[config.mk]
export PLATFORM = sky130hd
export DESIGN_NAME = eje_02
export DESIGN_NICKNAME = d
export VERILOG_FILES = /design/src/rtl/eje_02.sv
export SDC_FILE = /design/constraint.sdc
export NUM_CORES = 1
export LEC_CHECK = 0
export ABC_AREA = 1
export BUFFER_PORTS_ARGS = -buffer_cell sky130_fd_sc_hd__buf_4
export CAP_MARGIN = 20
export CORE_UTILIZATION = 47
export DETAILED_ROUTE_END_ITERATION = 6
export GPL_ROUTABILITY_DRIVEN = 0
export PLACE_DENSITY = 0.65
export REMOVE_ABC_BUFFERS = 1
export SYNTH_ARGS = -nofsm -noshare
export SYNTH_HDL_FRONTEND = slang
export SYNTH_SLANG_ARGS = --single-unit
[constraint.sdc]
create_clock -name clk -period 3.2 [get_ports clk]
set_input_delay 0.64 -clock clk [delete_from_list [all_inputs] [get_ports clk]]
set_output_delay 0.64 -clock clk [all_outputs]
set_load 0.005 [all_outputs]
[src/rtl/eje_02.sv]
`default_nettype none
// ============================================================================
// Module   : eje_02
// Purpose  : Moore FSM controller for a start/end-of-conversion ADC
//            handshake. A go request pulses sc, waits for eoc (with a
//            timeout), asserts oe to read the result, then waits for go to
//            drop before re-arming.
// Revision : 1.0 - initial release
// ============================================================================
module eje_02 #(
   parameter int SC_CYCLES = 2,    // cycles sc is held high (>=1)
   parameter int OE_CYCLES = 1,    // cycles oe is held high (>=1)
   parameter int TIMEOUT   = 64    // max cycles in WAIT_EOC (>=2)
) (
   input  logic clk,
   input  logic reset,
   input  logic go,
   input  logic eoc,
   output logic sc,
   output logic oe,
   output logic busy,
   output logic timeout_err
);

   // One shared counter covers the longest dwell of any timed state.
   localparam int LIMIT_A = (SC_CYCLES > OE_CYCLES) ? SC_CYCLES : OE_CYCLES;
   localparam int LIMIT   = (LIMIT_A > TIMEOUT) ? LIMIT_A : TIMEOUT;
   localparam int CNT_W   = (LIMIT > 2) ? $clog2(LIMIT) : 1;

   localparam logic [CNT_W-1:0] c_sc_last = CNT_W'(SC_CYCLES - 1);
   localparam logic [CNT_W-1:0] c_oe_last = CNT_W'(OE_CYCLES - 1);
   localparam logic [CNT_W-1:0] c_to_last = CNT_W'(TIMEOUT - 1);
   localparam logic [CNT_W-1:0] c_one     = CNT_W'(1);

   typedef enum logic [2:0] {
      ST_IDLE     = 3'd0,
      ST_START    = 3'd1,
      ST_WAIT_EOC = 3'd2,
      ST_READ     = 3'd3,
      ST_REARM    = 3'd4
   } state_t;

   state_t           state_q, state_d;
   logic [CNT_W-1:0] cnt_q, cnt_d;
   logic             sc_q, sc_d;
   logic             oe_q, oe_d;
   logic             busy_q, busy_d;
   logic             terr_q, terr_d;

   // Next-state logic; outputs are decoded from the next state so that the
   // registered outputs line up with the state they describe.
   always_comb begin
      state_d = state_q;
      cnt_d   = cnt_q;
      terr_d  = 1'b0;

      case (state_q)
         ST_IDLE: begin
            cnt_d = '0;
            if (go) begin
               state_d = ST_START;
            end
         end

         ST_START: begin
            if (cnt_q == c_sc_last) begin
               state_d = ST_WAIT_EOC;
               cnt_d   = '0;
            end else begin
               cnt_d = cnt_q + c_one;
            end
         end

         ST_WAIT_EOC: begin
            // eoc wins over the timeout when both occur on the same edge.
            if (eoc) begin
               state_d = ST_READ;
               cnt_d   = '0;
            end else if (cnt_q == c_to_last) begin
               state_d = ST_IDLE;
               cnt_d   = '0;
               terr_d  = 1'b1;
            end else begin
               cnt_d = cnt_q + c_one;
            end
         end

         ST_READ: begin
            if (cnt_q == c_oe_last) begin
               state_d = ST_REARM;
               cnt_d   = '0;
            end else begin
               cnt_d = cnt_q + c_one;
            end
         end

         ST_REARM: begin
            // A held go must be released before another conversion starts.
            cnt_d = '0;
            if (!go) begin
               state_d = ST_IDLE;
            end
         end

         default: begin
            state_d = ST_IDLE;
            cnt_d   = '0;
         end
      endcase

      sc_d   = (state_d == ST_START);
      oe_d   = (state_d == ST_READ);
      busy_d = (state_d != ST_IDLE);
   end

   // State, counter and output registers with synchronous reset.
   always_ff @(posedge clk) begin
      if (reset) begin
         state_q <= ST_IDLE;
         cnt_q   <= '0;
         sc_q    <= 1'b0;
         oe_q    <= 1'b0;
         busy_q  <= 1'b0;
         terr_q  <= 1'b0;
      end else begin
         state_q <= state_d;
         cnt_q   <= cnt_d;
         sc_q    <= sc_d;
         oe_q    <= oe_d;
         busy_q  <= busy_d;
         terr_q  <= terr_d;
      end
   end

   assign sc          = sc_q;
   assign oe          = oe_q;
   assign busy        = busy_q;
   assign timeout_err = terr_q;

endmodule
`default_nettype wire

==> flow_summary.yaml <==
status:
  status: "completed"
finish:
  num-fill-cells: 113
  final_cell_mix: "21 x nor2_1, 17 x inv_1, 13 x dfxtp_1, 10 x nand2_1, 8 x nand3_1"
  layout_commonest_cell: "nor2_1"
  nets: 106
  drive_gt1_frac: 0.143
  diodes: 0
  utilization: 0.615
  fin_cells: 112
  regArea_um2: 260
  syn_to_final_growth_pct: 15.4
  multi_input_comb_area_um2: 300
global_route:
  grtUsageTotal: 0.177
  use_met3: 0.0581
  grt_antenna_before_repair: 0
  met1_usage: 0.227
  grt_max_degree: 8
  gr-max-usage-layer: "met2"
  grt_pass1_vias: 438
  met2_usage: 0.267
  grt-ovfl-total: 0
  grt_pass1_wl_um: 1740
floorplanning:
  die_w_um: 38.4
  floorplan.initialDensity: 0.533
  core.rowCount: 12
  core_um2: 1170
  chipHeight_um: 38.4
  dieArea_um2: 1480
  io-pin-count: 8
cts:
  htreeDepth: 1
  cts_tree: "done"
  numCtsBuffers: 3
  ctsRootBufferMaster: "clkbuf_4"
  post-cts-setup-buffers: 0
  clk_pin_slew_worst_paths_ns: 0.08
  ctsHoldBuffers: 0
  cts_resized: 0
  clockBufferDepth: 2
  cts_sinks: 13
  clk_latency_ns: 0.28
timing:
  worst_clock_skew_ns: 0.00721
  period_needed_ns: 1.38
  rsz0062_at_grt: "false"
  setup_tns_ns: 0
  finalHoldViolCount: 0
  drv_slew: 0
  worstMarginPinSlew_ns: 0.349
  slew_headroom: 0.766
  period_share: 0.431
  setup_viol: 0
  fmax_mhz: 725
pwr:
  p_comb_frac: 0.101
  finalPower_uw: 306
  p_leak_nw: 0.342
  power.share.clock: 0.345
  p_sw_frac: 0.252
  irDropWorstVdd_mv: 0.227
  powerDensity_nw_per_um2: 424
  intPower_uw: 229
  p_sw_uw: 76.9
  power_frac_seq: 0.554
route:
  vias: 526
  drt_iter0_drc: 15
  drc_errors: 0
  vias_per_cell: 4.70
  firstDrtPassIters: 6
  wirelength_um: 1030
  routedWlPerCell_um: 9.16
  ant_nets: 0
critical_path:
  crit_arrival_ns: 1.55
  crit_chain: "ha_1 -> nand3_2 -> nor2_2 -> nor2_1 -> nor2_1 -> nand3_1 -> nand2_1 -> nand2_1"
  path_max_fanout: 5
  max_stage_delay_ns: 0.41
  cp-end-kind: "flip-flop"
  setup.worst_path.start_class: "flip-flop"
  critical_path_class: "reg2reg"
  cp.required_ns: 3.37
  crit_slowest_cell: "dfxtp_1"
synth:
  ys_seq_area_frac: 0.417
  syn_inst: 87
  yosysWarnings: 0
  avgSynthCellArea_um2: 7.18
  ys_types: 18
  netlist_area_um2: 624
  ys_ff_latch: 13
placed_design:
  dp_hpwl_um: 789
  dp.cells: 108
  io_buffer_count: 7
hold_path:
  hold_path.class: "reg2reg"
flow_run:
  maxCapViolCount: 0
path summary, 6_finish.rpt:
check | startpoint | end | slack [ns] | depth (start not counted)
worst max register to register | cnt_q[0] | busy | 1.82 | 8
worst min-delay path | cnt_q[0] | cnt_q[0] | 0.50 | 1
worst max-delay path | cnt_q[0] | busy | 1.82 | 8
worst min register to register | cnt_q[0] | cnt_q[0] | 0.50 | 1
registers in the layout, summed over array words and instances, names as in the netlist:
signal       cells
busy             1
cnt_q            6
oe               1
sc               1
state_q          3
timeout_err      1
cells in the mapped netlist:
cell type / number / area [µm²]
o21bai_1: 1 / 7.51
dfxtp_1: 13 / 260
nand2_2: 1 / 6.26
nor2_2: 1 / 6.26
xnor2_1: 2 / 17.5
nand3_1: 8 / 40.0
ha_1: 3 / 37.5
nor4_1: 1 / 6.26
nand3_2: 1 / 10.0
nor2_1: 21 / 78.8
nor3_1: 1 / 5.00
inv_1: 17 / 63.8
nand4_1: 1 / 6.26
o21ai_2: 1 / 8.76
a21oi_1: 1 / 5.00
nand2_1: 10 / 37.5
o21ai_0: 2 / 10.0
xor2_1: 2 / 17.5
through the flow:
stage | area [µm²] | setup WS [ns] | hold WS (ns)
6_report | 721 | 1.82 | 0.498
4_1_cts | 721 | 1.81 | 0.510
2_1_floorplan | 624 | 1.98 | 0.444
3_3_place_gp | 694 | 1.83 | 0.475
3_5_place_dp | 694 | 1.79 | 0.490
5_1_grt | 721 | 1.72 | 0.540
layout make-up:
| cell class | count | area share |
|---|---|---|
| clock buffers | 4 | 0.0365 |
| repair buffers | 7 | 0.0729 |
| multi-input cells | 57 | 0.417 |
| flip-flops and latches | 13 | 0.361 |
| well taps | 14 | 0.0243 |
| inverters | 17 | 0.0885 |
worst max-delay path: cells and delay by family, from the launching register on:
family                     cells  cell delay (ns)
and+or+nand+nor                7             0.64
adders and majority gates      1             0.22
DFF                            1             0.41
routing by layer:
layer	up-vias	part of all wire
li1	285	-
met1	227	0.51
met2	11	0.42
met3	3	0.053
met4	0	0.018
met5	-	0
cells by family (layout without fill, tap and decap cells):
logic type,Yosys count,in the layout,share of synthesized area
AND/OR/NAND/NOR,45,45,0.315
buffers and inverters,17,28,0.102
flip-flops,13,13,0.417
AO/OA/AOI/OAI,5,5,0.0501
XOR/XNOR,4,4,0.0561
adder cells (fa/ha/maj),3,3,0.0601
power by group through the flow:
| stage | combinational, mW | clock, mW | sequential [mW] |
|---|---|---|---|
| global placement | 0.0308 | 0 | 0.173 |
| finish | 0.0308 | 0.106 | 0.169 |
| floorplan | 0.0186 | 0 | 0.173 |
| CTS | 0.0308 | 0.106 | 0.169 |
| detailed placement | 0.0307 | 0 | 0.173 |
| global route | 0.0360 | 0.112 | 0.170 |
No activity file was read; power rests on OpenSTA's default activity.
